File: src/rtl/fsb_cycle_ctrl.sv
// FSB cycle controller: arbitrates CPU bus cycles (RAM/ROM/IO) against periodic DRAM refresh
// and produces Ready / nBERR handshakes. All outputs are pure decodes of the state register.
`timescale 1ns/1ps
module fsb_cycle_ctrl #(
    parameter int ROMWS  = 2,
    parameter int REFDIV = 96,
    parameter int REFLEN = 4
) (
    input  logic FCLK,
    input  logic nRES,
    input  logic ASActive,
    input  logic ASInactive,
    input  logic RAMCS,
    input  logic ROMCS,
    input  logic IOCS,
    input  logic RAMReady,
    input  logic IOReady,
    input  logic TimeoutB,
    output logic Ready,
    output logic nBERR,
    output logic RAMReq,
    output logic RefReq,
    output logic IOReq,
    output logic Busy
);

    typedef enum logic [2:0] {
        IDLE = 3'd0,
        REF  = 3'd1,
        RAM  = 3'd2,
        ROM  = 3'd3,
        IO   = 3'd4,
        DONE = 3'd5,
        BERR = 3'd6
    } state_t;

    localparam logic [3:0] ROM_LOAD   = 4'(ROMWS - 1);
    localparam logic [3:0] REF_LOAD   = 4'(REFLEN - 1);
    localparam logic [7:0] REF_RELOAD = 8'(REFDIV - 1);

    state_t     state, state_nxt;
    logic [3:0] wait_cnt, wait_nxt;   // ROM wait states, reused for refresh length
    logic [7:0] ref_cnt;
    logic       ref_pend;
    logic       ref_wrap;
    logic       ref_take;

    assign ref_wrap = (ref_cnt == 8'd0);
    assign ref_take = (state == IDLE) && ref_pend;

    // NOTE: every variable written here gets a default first, so no path can infer a latch.
    always_comb begin
        state_nxt = state;
        wait_nxt  = wait_cnt;
        unique case (state)
            IDLE: begin
                if (ref_pend) begin
                    state_nxt = REF;
                    wait_nxt  = REF_LOAD;
                end else if (ASActive) begin
                    if (RAMCS) begin
                        state_nxt = RAM;
                    end else if (ROMCS) begin
                        state_nxt = ROM;
                        wait_nxt  = ROM_LOAD;
                    end else if (IOCS) begin
                        state_nxt = IO;
                    end else begin
                        state_nxt = BERR;
                    end
                end
            end
            REF: begin
                if (wait_cnt == 4'd0) state_nxt = IDLE;
                else                  wait_nxt  = wait_cnt - 4'd1;
            end
            // Abort beats timeout, timeout beats ready.
            RAM: begin
                if (ASInactive)    state_nxt = IDLE;
                else if (TimeoutB) state_nxt = BERR;
                else if (RAMReady) state_nxt = DONE;
            end
            ROM: begin
                if (ASInactive)             state_nxt = IDLE;
                else if (TimeoutB)          state_nxt = BERR;
                else if (wait_cnt == 4'd0)  state_nxt = DONE;
                else                        wait_nxt  = wait_cnt - 4'd1;
            end
            IO: begin
                if (ASInactive)    state_nxt = IDLE;
                else if (TimeoutB) state_nxt = BERR;
                else if (IOReady)  state_nxt = DONE;
            end
            DONE, BERR: begin
                if (ASInactive) state_nxt = IDLE;
            end
            default: state_nxt = IDLE;
        endcase
    end

    // NOTE: sequential state uses non-blocking assignments so every register samples pre-edge values.
    always_ff @(posedge FCLK or negedge nRES) begin
        if (!nRES) begin
            state    <= IDLE;
            wait_cnt <= 4'd0;
        end else begin
            state    <= state_nxt;
            wait_cnt <= wait_nxt;
        end
    end

    // Free-running refresh timer; a wrap always wins over the clear so a refresh is never lost.
    always_ff @(posedge FCLK or negedge nRES) begin
        if (!nRES) begin
            ref_cnt  <= REF_RELOAD;
            ref_pend <= 1'b0;
        end else begin
            ref_cnt <= ref_wrap ? REF_RELOAD : ref_cnt - 8'd1;
            if (ref_wrap)      ref_pend <= 1'b1;
            else if (ref_take) ref_pend <= 1'b0;
        end
    end

    assign RefReq = (state == REF);
    assign RAMReq = (state == RAM);
    assign IOReq  = (state == IO);
    assign Ready  = (state == DONE);
    assign nBERR  = (state != BERR);
    assign Busy   = (state != IDLE);

endmodule

File: config.mk
export PLATFORM = sky130hd
export DESIGN_NAME = fsb_cycle_ctrl
export DESIGN_NICKNAME = d
export VERILOG_FILES = /design/src/rtl/fsb_cycle_ctrl.sv
export SDC_FILE = /design/constraint.sdc
export NUM_CORES = 1
export LEC_CHECK = 0
export ABC_AREA = 1
export CAP_MARGIN = 20
export CORE_MARGIN = 4
export CORE_UTILIZATION = 54
export CTS_BUF_LIST = sky130_fd_sc_hd__clkbuf_16
export CTS_CLUSTER_DIAMETER = 80
export CTS_CLUSTER_SIZE = 10
export DETAILED_ROUTE_END_ITERATION = 8
export HOLD_SLACK_MARGIN = 0.08
export PLACE_DENSITY = 0.78
export SETUP_SLACK_MARGIN = 0.02
export SLEW_MARGIN = 30
export SYNTH_ARGS = -nofsm -noshare
export SYNTH_HDL_FRONTEND = slang
export SYNTH_SLANG_ARGS = --single-unit
File: constraint.sdc
create_clock -name FCLK -period 1.8 [get_ports FCLK]
set_clock_uncertainty 0.1 [all_clocks]
set_input_delay 0.18 -clock FCLK [delete_from_list [all_inputs] [get_ports FCLK]]
set_output_delay 0.18 -clock FCLK [all_outputs]
set_load 0.02 [all_outputs]
==> results.toml <==
[clock_tree]
cts-htree-levels = 1
cts_tree = "yes"
insertion_delay_ns = 0.24
cts.sinks = 16
cts_buffers = 3
clock_tree.root_cell = "clkbuf_16"
clockBufferDepth = 2
path_clk_slew_ns = 0.05
cts_hold_buf = 0

[synth]
synth_edf_count = 0
yosysTopAreaCell = "dfrtp_1"
yosysMostFrequentCell = "nand2_1"
yosys.area.top_type_share_pct = 20.7
synth_area_sq_mm = 0.00121
ys_seq_area_share_pct = 33.8
ys_types = 28
avgSynthCellArea_sq_um = 7.27
syn_inst = 166
synth_flop_cell = "dfrtp_1"
syn_nets = 179
async_flop_share_pct = 100
synth-seq-cells = 16
ys.warnings.count = 0
synth_area_leaders = "dfrtp_1 21%, nand2_1 13%, dfstp_2 13%"
synthTopCellsByCount = "43 x nand2_1, 21 x inv_1, 17 x nor2_1, 14 x nand3_1, 10 x dfrtp_1"

[placed_design]
port_buffers = 15
dp.cells = 208
place_hpwl_microns = 2020
gp_congestion = 0.792

[pwr]
power_density_mw_per_mm2 = 1370
clkPwrFrac_pct = 21.2
share_comb_of_total_power_pct = 51.9
switching_share_pct = 43.7
p_seq_share_pct = 26.9
ir_drop_v = 0.000959
p_leak_nw = 0.770
internal_power_mw = 1.13
switching_power_uw = 880

[grt]
overflow = 0
grt_pass1_wl_microns = 4630
grt_usage_pct = 18.7
grt_max_degree = 17
grt_pass1_vias = 1093
antenna_found_initial = 0

[job]
maxCapViolations = 0

[outcome]
status = "complete, no violations"

[floorplan]
initial_core_util_pct = 59.1
dieArea_sq_mm = 0.00305
die_width_microns = 55.3
die_h_microns = 55.3
core_sq_mm = 0.00204
rows = 16
pin_count = 16

[worst_setup_path]
cp.arrival_ns = 1.36
critPathKind = "flip-flop to primary output"
cp_cell_sequence = "buf_4, nor3_1, dlygate4sd2_1"
cp.depth = 3
end_kind = "primary output"
reg2reg_depth = 9
cp.required_ns = 1.52
path_buf_inv = 2
slowest_delay_ns = 0.44
cp_max_fo = 3
slowest_stage = "dfrtp_2"
startpoint_type = "flip-flop"
critical-path-top-delay-family = "buffers and inverters"

[routing]
antenna_left = 0
post_drt_via_cell_ratio = 5.05
drc = 0
wl_per_cell_microns = 11.9
first_iter_violations = 27
dr.pass1.iters = 4
drt-total-wl_microns = 2540
routed-via-count = 1080

[sta]
finalCritPeriodShare_pct = 91.1
relSlewSlack_pct = 82.5
setup_viol = 0
maxSlewViolCount = 0
hold_viol_final = 0
worst_pin_slew_ns = 0.261
min_period_ns = 1.64
rsz0062_at_grt = "false"
setup_tns_ns = 0
max_freq_mhz = 610

[layout]
fin_nets = 201
ff_latch_area_sq_um = 412
fin_cells = 214
insertedDiodeCount = 0
fillers = 174
multi_input_area_sq_um = 652
area_growth_syn_to_layout_pct = 22.1
drive_above_1_share_pct = 23.0

[min_path]
hold_class = "input pin to async pin"
[flip-flops by register name, indices dropped and copies added (netlist names)]
name	flops
ref_cnt	8
ref_pend	1
state	3
wait_cnt	4
[area by class of cell]
type                       instances  area share [%]
multi-input combinational        119            44.3
sequential                        16            28.0
timing repair buffer              20            12.5
inverter                          28            7.65
clock buffer                       3            5.10
tap                               27            2.29
clock inverter                     1           0.255
[power by group through the flow]
stage / Sequential, mW / Combinational [mW] / Clock [mW]
3_5_place_dp: 0.551 / 1.05 / 0
4_1_cts: 0.551 / 1.02 / 0.439
5_1_grt: 0.558 / 1.16 / 0.459
6_report: 0.541 / 1.04 / 0.427
2_1_floorplan: 0.477 / 0.874 / 0
3_3_place_gp: 0.541 / 1.02 / 0
[metrics by stage]
stage | instance area, sq um | total power, mW | setup WS [ns] | hold WS [ns] | util, %
floorplan | 1210 | 1.35 | 0.439 | -0.216 | -
global placement | 1380 | 1.56 | 0.115 | 0.349 | 67.5
detailed placement | 1380 | 1.60 | 0.0803 | 0.365 | 67.5
CTS | 1460 | 2.01 | 0.0297 | 0.152 | 71.3
global route | 1470 | 2.18 | 0.0778 | 0.161 | 72.1
finish | 1470 | 2.01 | 0.160 | 0.150 | 72.1
[cell families (layout without fill, tap and decap cells)]
family / count (synthesis) / after routing / share of synthesized area (%)
AND/OR/NAND/NOR: 99 / 99 / 42.8
buffers and inverters: 31 / 52 / 12.1
flip-flops: 16 / 16 / 33.8
AO/OA/AOI/OAI: 15 / 15 / 6.64
adder cells (fa/ha/maj): 3 / 3 / 3.11
XOR/XNOR: 2 / 2 / 1.45
[path summary, 6_finish.rpt]
check / from / end / slack [ns]
setup / recovery: state[0]$_DFFE_PN0P_ / IOReq / 0.16
hold / removal: nRES / state[0]$_DFFE_PN0P_ / 0.15
setup reg to reg: wait_cnt[0]$_DFFE_PN0P_ / state[1]$_DFFE_PN0P_ / 0.26
hold reg to reg: ref_cnt[0]$_DFF_PN1_ / ref_cnt[0]$_DFF_PN1_ / 0.38
max in group asynchronous: nRES / ref_cnt[6]$_DFF_PN1_ / 1.21
min in group FCLK: ref_cnt[0]$_DFF_PN1_ / ref_cnt[0]$_DFF_PN1_ / 0.38
[placed cells by master, fill, tap and decap left out]
master,synthesis,final
nand2_1,43,43
inv_1,21,21
nor2_1,17,17
nand3_1,14,14
clkdlybuf4s50_1,0,9
o21ai_0,7,7
dfrtp_1,10,7
nor2_4,6,6
dfstp_2,6,6
o21ai_1,5,5
dlygate4sd2_1,0,5
buf_4,0,5
nand3_2,4,4
inv_2,4,4
nand2_4,4,4
ha_1,3,3
clkbuf_16,0,3
dfrtp_2,0,3
nand3b_1,2,2
nor3_1,2,2
nor2_2,2,2
clkinv_1,1,2
nand4_1,2,2
nand2_2,2,2
inv_6,1,1
a31oi_1,1,1
or2_2,1,1
inv_4,1,1
o21ai_2,1,1
xnor2_1,1,1
xor2_1,1,1
a21oi_1,1,1
dlymetal6s2s_1,0,1
[layer usage]
| layer | global-route usage [%] | vias to the layer above | routed length, microns |
|---|---|---|---|
| met5 | 0 | - | 0 |
| li1 | - | 559 | - |
| met3 | 4.66 | 4 | 137 |
| met2 | 31.6 | 41 | 1280 |
| met4 | 7.99 | 0 | 46 |
| met1 | 22.4 | 476 | 1070 |
[repair_timing]
| item | CTS | global route |
|---|---|---|
| endpoints found under the setup margin | 6 | 1 |
| gates resized for setup | 8 | 1 |
| buffers inserted | 0 | 2 |
(Power assumes the default switching activity.)
